**src/rtl/xalu_pkg.sv**
```systemverilog
// Shared definitions for the nibble-serial XALU sequencer.
// Holds the slice op codes, the FSM state type and the index-width helper.
package xalu_pkg;

    localparam logic [2:0] ALU_ADD   = 3'd0;
    localparam logic [2:0] ALU_AND   = 3'd1;
    localparam logic [2:0] ALU_OR    = 3'd2;
    localparam logic [2:0] ALU_XOR   = 3'd3;
    localparam logic [2:0] ALU_PASSA = 3'd4;
    localparam logic [2:0] ALU_PASSB = 3'd5;
    localparam logic [2:0] ALU_SHR   = 3'd6;
    localparam logic [2:0] ALU_SHL   = 3'd7;

    typedef enum logic [1:0] {
        IDLE = 2'd0,
        RUN  = 2'd1,
        DONE = 2'd2
    } state_t;

    function automatic int idx_w(input int n);
        return (n <= 2) ? 1 : $clog2(n);
    endfunction

endpackage

```
**src/rtl/xalu_nibble_mux.sv**
```systemverilog
// Picks operand nibble idx out of the wide A/B words.
// B may be inverted on the way out for subtraction.
module xalu_nibble_mux
    import xalu_pkg::*;
#(
    parameter int NIBBLES = 4,
    parameter int IW      = idx_w(NIBBLES)
) (
    input  logic [4*NIBBLES-1:0] a_i,
    input  logic [4*NIBBLES-1:0] b_i,
    input  logic [IW-1:0]        idx_i,
    input  logic                 inv_b_i,
    output logic [3:0]           a_nib_o,
    output logic [3:0]           b_nib_o
);

    logic [3:0] b_sel;

    // Select the addressed nibble of each operand.
    always_comb begin
        a_nib_o = 4'h0;
        b_sel   = 4'h0;
        for (int i = 0; i < NIBBLES; i++) begin
            if (idx_i == IW'(i)) begin
                a_nib_o = a_i[4*i +: 4];
                b_sel   = b_i[4*i +: 4];
            end
        end
        b_nib_o = inv_b_i ? ~b_sel : b_sel;
    end

endmodule

```
**src/rtl/xalu_nibble_sequencer.sv**
```systemverilog
// Drives one 4-bit XALU slice across a 4*NIBBLES-bit operation.
// Optional subtract support is enabled by defining XALU_SEQ_SUB_EN.
module xalu_nibble_sequencer
    import xalu_pkg::*;
#(
    parameter int NIBBLES = 4
) (
    input  logic                 clk,
    input  logic                 rst,
    input  logic                 req_valid,
    output logic                 req_ready,
    input  logic [2:0]           req_op,
    input  logic [4*NIBBLES-1:0] req_a,
    input  logic [4*NIBBLES-1:0] req_b,
    input  logic                 req_cin,
    input  logic                 req_com,
    input  logic                 req_sub,
    output logic                 rsp_valid,
    input  logic                 rsp_ready,
    output logic [4*NIBBLES-1:0] rsp_result,
    output logic                 rsp_cout,
    output logic                 rsp_zero,
    output logic [3:0]           alu_a,
    output logic [3:0]           alu_b,
    output logic [2:0]           alu_f,
    output logic                 alu_ci_left,
    output logic                 alu_ci_right,
    output logic                 alu_com,
    input  logic [3:0]           alu_d,
    input  logic                 alu_co_left,
    input  logic                 alu_co_right
);

    localparam int W  = 4 * NIBBLES;
    localparam int IW = idx_w(NIBBLES);

    state_t         state_q, state_d;
    logic [2:0]     op_q;
    logic [W-1:0]   a_q, b_q;
    logic [W-1:0]   result_q, result_d;
    logic           com_q, sub_q, carry_q;
    logic [IW-1:0]  idx_q;
    logic           cout_q, zero_q;

    logic           is_shr, has_carry, last, carry_nxt, sub_acc;
    logic [3:0]     a_nib, b_nib;

`ifdef XALU_SEQ_SUB_EN
    assign sub_acc = req_sub && (req_op == ALU_ADD);
`else
    logic unused_sub;
    assign unused_sub = req_sub;
    assign sub_acc    = 1'b0;
`endif

    assign is_shr    = (op_q == ALU_SHR);
    assign has_carry = (op_q == ALU_ADD) || (op_q == ALU_SHL) || is_shr;
    assign last      = is_shr ? (idx_q == '0) : (idx_q == IW'(NIBBLES - 1));
    assign carry_nxt = is_shr ? alu_co_right : alu_co_left;

    assign rsp_valid  = (state_q == DONE);
    assign rsp_result = result_q;
    assign rsp_cout   = cout_q;
    assign rsp_zero   = zero_q;

    xalu_nibble_mux #(
        .NIBBLES (NIBBLES),
        .IW      (IW)
    ) u_mux (
        .a_i     (a_q),
        .b_i     (b_q),
        .idx_i   (idx_q),
        .inv_b_i (sub_q),
        .a_nib_o (a_nib),
        .b_nib_o (b_nib)
    );

    // Merge the slice result into the addressed nibble of the result word.
    always_comb begin
        result_d = result_q;
        for (int i = 0; i < NIBBLES; i++) begin
            if (idx_q == IW'(i)) begin
                result_d[4*i +: 4] = alu_d;
            end
        end
    end

    // Next state, handshake and slice drive; slice inputs idle at 0 outside RUN.
    always_comb begin
        state_d      = state_q;
        req_ready    = 1'b0;
        alu_a        = 4'h0;
        alu_b        = 4'h0;
        alu_f        = 3'd0;
        alu_ci_left  = 1'b0;
        alu_ci_right = 1'b0;
        alu_com      = 1'b0;
        unique case (state_q)
            IDLE: begin
                req_ready = 1'b1;
                if (req_valid) state_d = RUN;
            end
            RUN: begin
                alu_a        = a_nib;
                alu_b        = b_nib;
                alu_f        = op_q;
                alu_com      = com_q;
                alu_ci_left  = is_shr ? carry_q : 1'b0;
                alu_ci_right = is_shr ? 1'b0 : carry_q;
                if (last) state_d = DONE;
            end
            DONE: begin
                if (rsp_ready) state_d = IDLE;
            end
            default: state_d = IDLE;
        endcase
    end

    // Latch requests, step through nibbles and capture the final response.
    always_ff @(posedge clk or posedge rst) begin
        if (rst) begin
            state_q  <= IDLE;
            op_q     <= 3'd0;
            a_q      <= '0;
            b_q      <= '0;
            result_q <= '0;
            com_q    <= 1'b0;
            sub_q    <= 1'b0;
            carry_q  <= 1'b0;
            idx_q    <= '0;
            cout_q   <= 1'b0;
            zero_q   <= 1'b0;
        end else begin
            state_q <= state_d;
            if (state_q == IDLE && req_valid) begin
                op_q    <= req_op;
                a_q     <= req_a;
                b_q     <= req_b;
                com_q   <= req_com;
                sub_q   <= sub_acc;
                carry_q <= sub_acc ? 1'b1 : req_cin;
                idx_q   <= (req_op == ALU_SHR) ? IW'(NIBBLES - 1) : '0;
            end else if (state_q == RUN) begin
                result_q <= result_d;
                carry_q  <= carry_nxt;
                idx_q    <= is_shr ? idx_q - 1'b1 : idx_q + 1'b1;
                if (last) begin
                    zero_q <= (result_d == '0);
                    cout_q <= has_carry ? carry_nxt : 1'b0;
                end
            end
        end
    end

endmodule

```
**config.mk**
```make
export PLATFORM = sky130hd
export DESIGN_NAME = xalu_nibble_sequencer
export DESIGN_NICKNAME = d
export VERILOG_FILES = /design/src/rtl/xalu_pkg.sv /design/src/rtl/xalu_nibble_mux.sv /design/src/rtl/xalu_nibble_sequencer.sv
export SDC_FILE = /design/constraint.sdc
export NUM_CORES = 1
export LEC_CHECK = 0
export CAP_MARGIN = 0
export CORE_AREA = 3 3 80 82
export CTS_CLUSTER_DIAMETER = 200
export DETAILED_ROUTE_END_ITERATION = 8
export DIE_AREA = 0 0 83 85
export GPL_ROUTABILITY_DRIVEN = 1
export PLACE_DENSITY = 0.82
export SETUP_SLACK_MARGIN = 0.5
export SYNTH_ARGS = -nofsm -noshare
export SYNTH_HDL_FRONTEND = slang
export SYNTH_SLANG_ARGS = --single-unit
```
**constraint.sdc**
```tcl
create_clock -name clk -period 5.3 [get_ports clk]
set_clock_uncertainty 0.15 [all_clocks]
set_input_delay 1.59 -clock clk [delete_from_list [all_inputs] [get_ports clk]]
set_output_delay 1.59 -clock clk [all_outputs]
set_load 0.05 [all_outputs]
```
# == Word-level counts from Yosys, hierarchy flattened ==
# Cells that the tools add are included.
# totals
out_inout_bits,34
register_bits,59
# classes
muxes,34
n_eq_ne,11
addsub,2
n_bitwise,1
n_reduce_logical,11
# op_table
operator,n
two-way mux 4 bit,14
zero test 16 bit,1
two-way mux 2 bit,7
two-way mux 1 bit,11
"== test 3 bit, second input constant",3
"== test 2 bit, second input constant",3
case mux 2 bit (3 select lines),1
AND reduction 3 bit,2
"== test 2 x 1 -> 1 bit, second input constant",2
zero test 2 bit,2
"!= test 2 bit, second input constant",2
zero test 3 bit,1
two-way mux 3 bit,1
"adder 2 x 1 -> 2 bit, second input constant",1
logical OR 1 bit,2
"!= test 2 x 1 -> 1 bit, second input constant",1
AND reduction 2 bit,1
nonzero test 2 bit,1
"subtractor 2 x 1 -> 2 bit, second input constant",1
logical AND 1 bit,1
inverter 1 bit,1

# == Depth between registers and ports, before layout ==
# logic_depth
ltp_word,6
depth_mapped,7

# == Modules after synthesis ==
# A second synthesis with hierarchy kept.
# unflattened
hier_cells,199
hier_area_um2,2861.5
# by_module_without_submodules
mod,instances,area_each_um2,cells_per_inst,seq_area_each_um2
xalu_nibble_sequencer,1,2615.0,185,1476.4
xalu_nibble_mux,1,246.5,14,0.0

# == Worst setup path after synthesis ==
# OpenSTA, ideal clock, no wires.
# synth_timing
path_type,reg-to-output
start,reg idx_q[0]
end,out alu_a[1]
slack_ns,1.138
required_time_ns,3.560
path_buffers,2
path_stages_with_launch,8
t_arrival_ns,2.422
path_cell_list,dfrtp_1 inv_1 ha_1 clkbuf_1 clkbuf_1 a221oi_1 a211o_1 a21oi_1
# synth_between
elab_chain_cells,6
elab_cells_between_ends,9
# synth_rtl
item,line_no,source
"start, declared",xalu_nibble_sequencer.sv:42,logic [IW-1:0] idx_q;
"start signal, assigned",xalu_nibble_sequencer.sv:142,idx_q <= (req_op == ALU_SHR) ? IW'(NIBBLES - 1) : '0;
"start signal, assigned",xalu_nibble_sequencer.sv:146,idx_q <= is_shr ? idx_q - 1'b1 : idx_q + 1'b1;
zero test 2 bit,xalu_nibble_mux.sv:24,if (idx_i == IW'(i)) begin
two-way mux 4 bit (3 in a row),xalu_nibble_mux.sv:24,
two-way mux 4 bit (*),xalu_nibble_mux.sv:24,
two-way mux 4 bit (*),xalu_nibble_sequencer.sv:98,unique case (state_q)
"end, declared",xalu_nibble_sequencer.sv:23,"output logic [3:0] alu_a,"
# Mark *: on every way between the ends. The rest lies on a longest branch, timed or not.

# == Worst setup path after layout ==
# layout_timing
start,reg idx_q[0]
end,out alu_b[2]
# layout_between
elab_chain_cells,6
elab_cells_between_ends,9
# layout_rtl
item,line_no,source
zero test 2 bit,xalu_nibble_mux.sv:24,
two-way mux 4 bit (3 in a row),xalu_nibble_mux.sv:24,
two-way mux 4 bit (*),xalu_nibble_mux.sv:24,
two-way mux 4 bit (*),xalu_nibble_sequencer.sv:98,
"end, declared",xalu_nibble_sequencer.sv:24,"output logic [3:0] alu_b,"
# Marked as above.

==> metrics.md <==
| Metric | Value |
|---|---|
| Post-synth top area share | 0.5099 |
| Setup crit end kind | output port |
| Critical Path RT | 3.56 ns |
| Fin crit period | 4.603 ns |
| Setup TNS Final | 0 ns |
| Nets | 384 |
| Reg clk slew, reported paths | 0.07 ns |
| Diodes inserted | 0 |
| Vias in the first global route | between 2k and 2.5k |
| Hold Violations, Final | 0 |
| Most common cell in the netlist | dfrtp_1 |
| Routed vias | roughly 2.2k |
| Worst-margin pin slew | ~0.98 ns |
| Largest area contributor in the netlist | dfrtp_1 |
| Fillers | 443 |
| Ordered cell list for the critical path | inv_1 > ha_1 > a221oi_1 > a211o_1 > a21oi_1 > clkdlybuf4s50_1 |
| Rows | 28 |
| Core Util, Final | 0.6846 |
| First-pass GRT wire length | 11030 µm |
| Finish-stage setup viols | 0 |
| H-tree Lvls | 3 |
| Hold Path Class | flip-flop to flip-flop |
| CTS root buf | clkbuf_8 |
| CTS Buffer Depth | 2 |
| MaxCap Viol Count | 0 |
| Drt first-iter violations | between 80 and 90 |
| Total Power | roughly 3 mW |
| Mapped Nets | between 300 and 400 |
| Starting Density | 0.4978 |
| Area grow syn2layout | 37.51% |
| Commonest cells post-synth | dfrtp_1, mux2_2, nand2_1, o21ai_0, inv_1 |
| GP Congestion | ~0.8 |
| Type of the worst setup path | flip-flop to output port |
| Drt pass-1 iters | 4 |
| Status | complete, no violations |
| Clk sinks | 59 |
| Dpl hpwl | 4550 µm |
| CTS Buf Count | 9 |
| Setup repair bufs after CTS | 0 |
| Synth Register Bits | 59 |
| Synth top area cells | dfrtp_1, mux2_2, nand2_1 |
| Die H | 85 µm |
| Largest net degree at the start of global routing | 44 |
| Drt total wl | between 6000 and 7000 µm |
| Placement Setup Slack | 0.8102 ns |
| Hold path cells | 1 |
| Avg Cell Area, Syn | 11.53 µm² |
| Die area | 0.007055 mm² |
| Static leakage | 1.670 nW |
| Number of flops mapped to enable cells by yosys | 0 |
| Worst vdd ir | 0.4146 mV |
| Grt total ovfl | 0 |
| YS warnings | 0 |
| Post-Syn Area | around 0.0029 mm² |
| Fraction of registers with async set/reset | 1.000 |
| Slew Limit Fails | 0 |
| RSZ-0062 raised after global routing | false |
| Worst skew pair latency | 0.33 ns |
| Post-route DRC | 0 |
| CTS tree | done |
| Max stage delay on crit path | 0.84 ns |
| Vias per cell | 5.410 |
| Slew headroom | 0.3483 |
| Initial antenna violation count | 0 |
| Layout cells sized above 1 | 0.2119 |
| Fmax | 0.2172 GHz |
| Final Cycle Share | 0.8685 |
| Worst setup margin | between 0.6 and 0.7 ns |
| Number of top-level pins | 82 |
| Gate Count Post-Synth | 251 |
| WP data arrival | 2.86 ns |
| Startpoint types | flip-flop |
| Path depth of the worst reg2reg path | 5 |
| Placed Cells | 394 |
| Wire per inst | 15.84 µm |
| PwrDens | 752.6 mW/mm² |
| Total GRT Usage | 0.1953 |
| Non-filler instance count after layout | between 400 and 500 |
| Unique cell type count in the Yosys netlist | 41 |
| IO buf count | 80 |
| Post-synthesis sequential area ratio | 0.5099 |
| Slowest stage cell, crit path | clkdlybuf4s50_1 |
| Crit Path Max Fanout | 12 |
| Die X-Extent | approximately 83 µm |
| Register area | 0.001476 mm² |
| Main synth FF type | dfrtp_1 |
| Core area | 0.005816 mm² |
| Detail Route Antenna Nets | 0 |
| Area taken by multi-input logic gates | 0.001318 mm² |
-- flip-flops by register name, summed over array words and instances (netlist names) --
name	count
a_q	16
idx_q	2
rsp_zero	1
op_q	3
carry_q	1
rsp_result	16
com_q	1
state_q	2
rsp_cout	1
b_q	16
-- placed cells by master, fill, tap and decap left out, types with 2 or more instances in the layout --
cell	n
a211o_1	8
a21oi_1	10
a221oi_1	7
and2_1	4
and2b_1	6
buf_4	2
bufinv_16	2
clkbuf_8	10
clkdlybuf4s50_1	79
clkinvlp_4	2
dfrtp_1	59
ha_1	4
ha_2	2
inv_1	12
mux2_2	45
mux2i_1	3
nand2_1	22
nand2b_1	2
nor2_1	9
nor2b_1	4
nor3_1	3
o21ai_0	14
-- critical path: cells and delay by family, from the launching register on --
family	cells	cell delay [ns]
flip-flops	1	0.44
adder cells (fa/ha/maj)	1	0.48
AO/OA/AOI/OAI	3	0.63
buffers and inverters	2	0.97
-- logic make-up (layout without fill, tap and decap cells) --
logic type      after synthesis  after routing  synth area share
xor+xnor                      1              1          0.003026
buf+inv                      27            111           0.03846
fa+ha+maj                     6              6           0.02593
mux                          48             48            0.1854
compound gates               51             51            0.1219
simple gates                 59             59            0.1154
flops                        59             59            0.5099
-- metrics by stage --
| stage | hold slack (ns) | cell area [µm²] |
|---|---|---|
| 3_5_place_dp | 0.3438 | 3747 |
| 6_report | 0.3539 | 3981 |
| 4_1_cts | 0.3599 | 3979 |
| 2_1_floorplan | 0.3221 | 2895 |
| 3_3_place_gp | 0.3311 | 3747 |
| 5_1_grt | 0.3717 | 3981 |
-- worst paths after layout --
kind                            end  slack [ns]  startpoint
setup / recovery           alu_b[2]        0.70    idx_q[0]
hold / removal               b_q[1]        0.35      b_q[1]
setup reg to reg           rsp_zero        2.71    idx_q[0]
hold reg to reg              b_q[1]        0.35      b_q[1]
max in group asynchronous   b_q[15]        2.66         rst
min in group asynchronous    b_q[5]        1.54         rst
-- routing by layer --
layer	global-route usage	share of wire	vias to the layer above
met5	0	0	-
met4	0.08915	0.017	0
met3	0.03301	0.041	8
met2	0.3389	0.51	67
met1	0.2390	0.43	1091
li1	-	-	1052
-- timing repair --
action / CTS / global route
hold buffers: 0 / 0
gates cloned: 0 / 0
endpoints found under the setup margin: 5 / 1
pin swaps: 0 / 0
gates resized for setup: 2 / 1
-- layout make-up --
type	instances	area share
well taps	75	0.02357
inverters	13	0.01226
flip-flops and latches	59	0.3708
clock buffers	10	0.03457
multi-input cells	165	0.3309
clock inverters	6	0.02231
repair buffers	82	0.2055
-- where the power goes --
group	internal, mW	switching [mW]
clock network	0.277	0.181
registers	0.684	0.154
logic	0.691	1.01
total	1.65	1.34
Note: power is estimated with default switching activity, not from simulation.
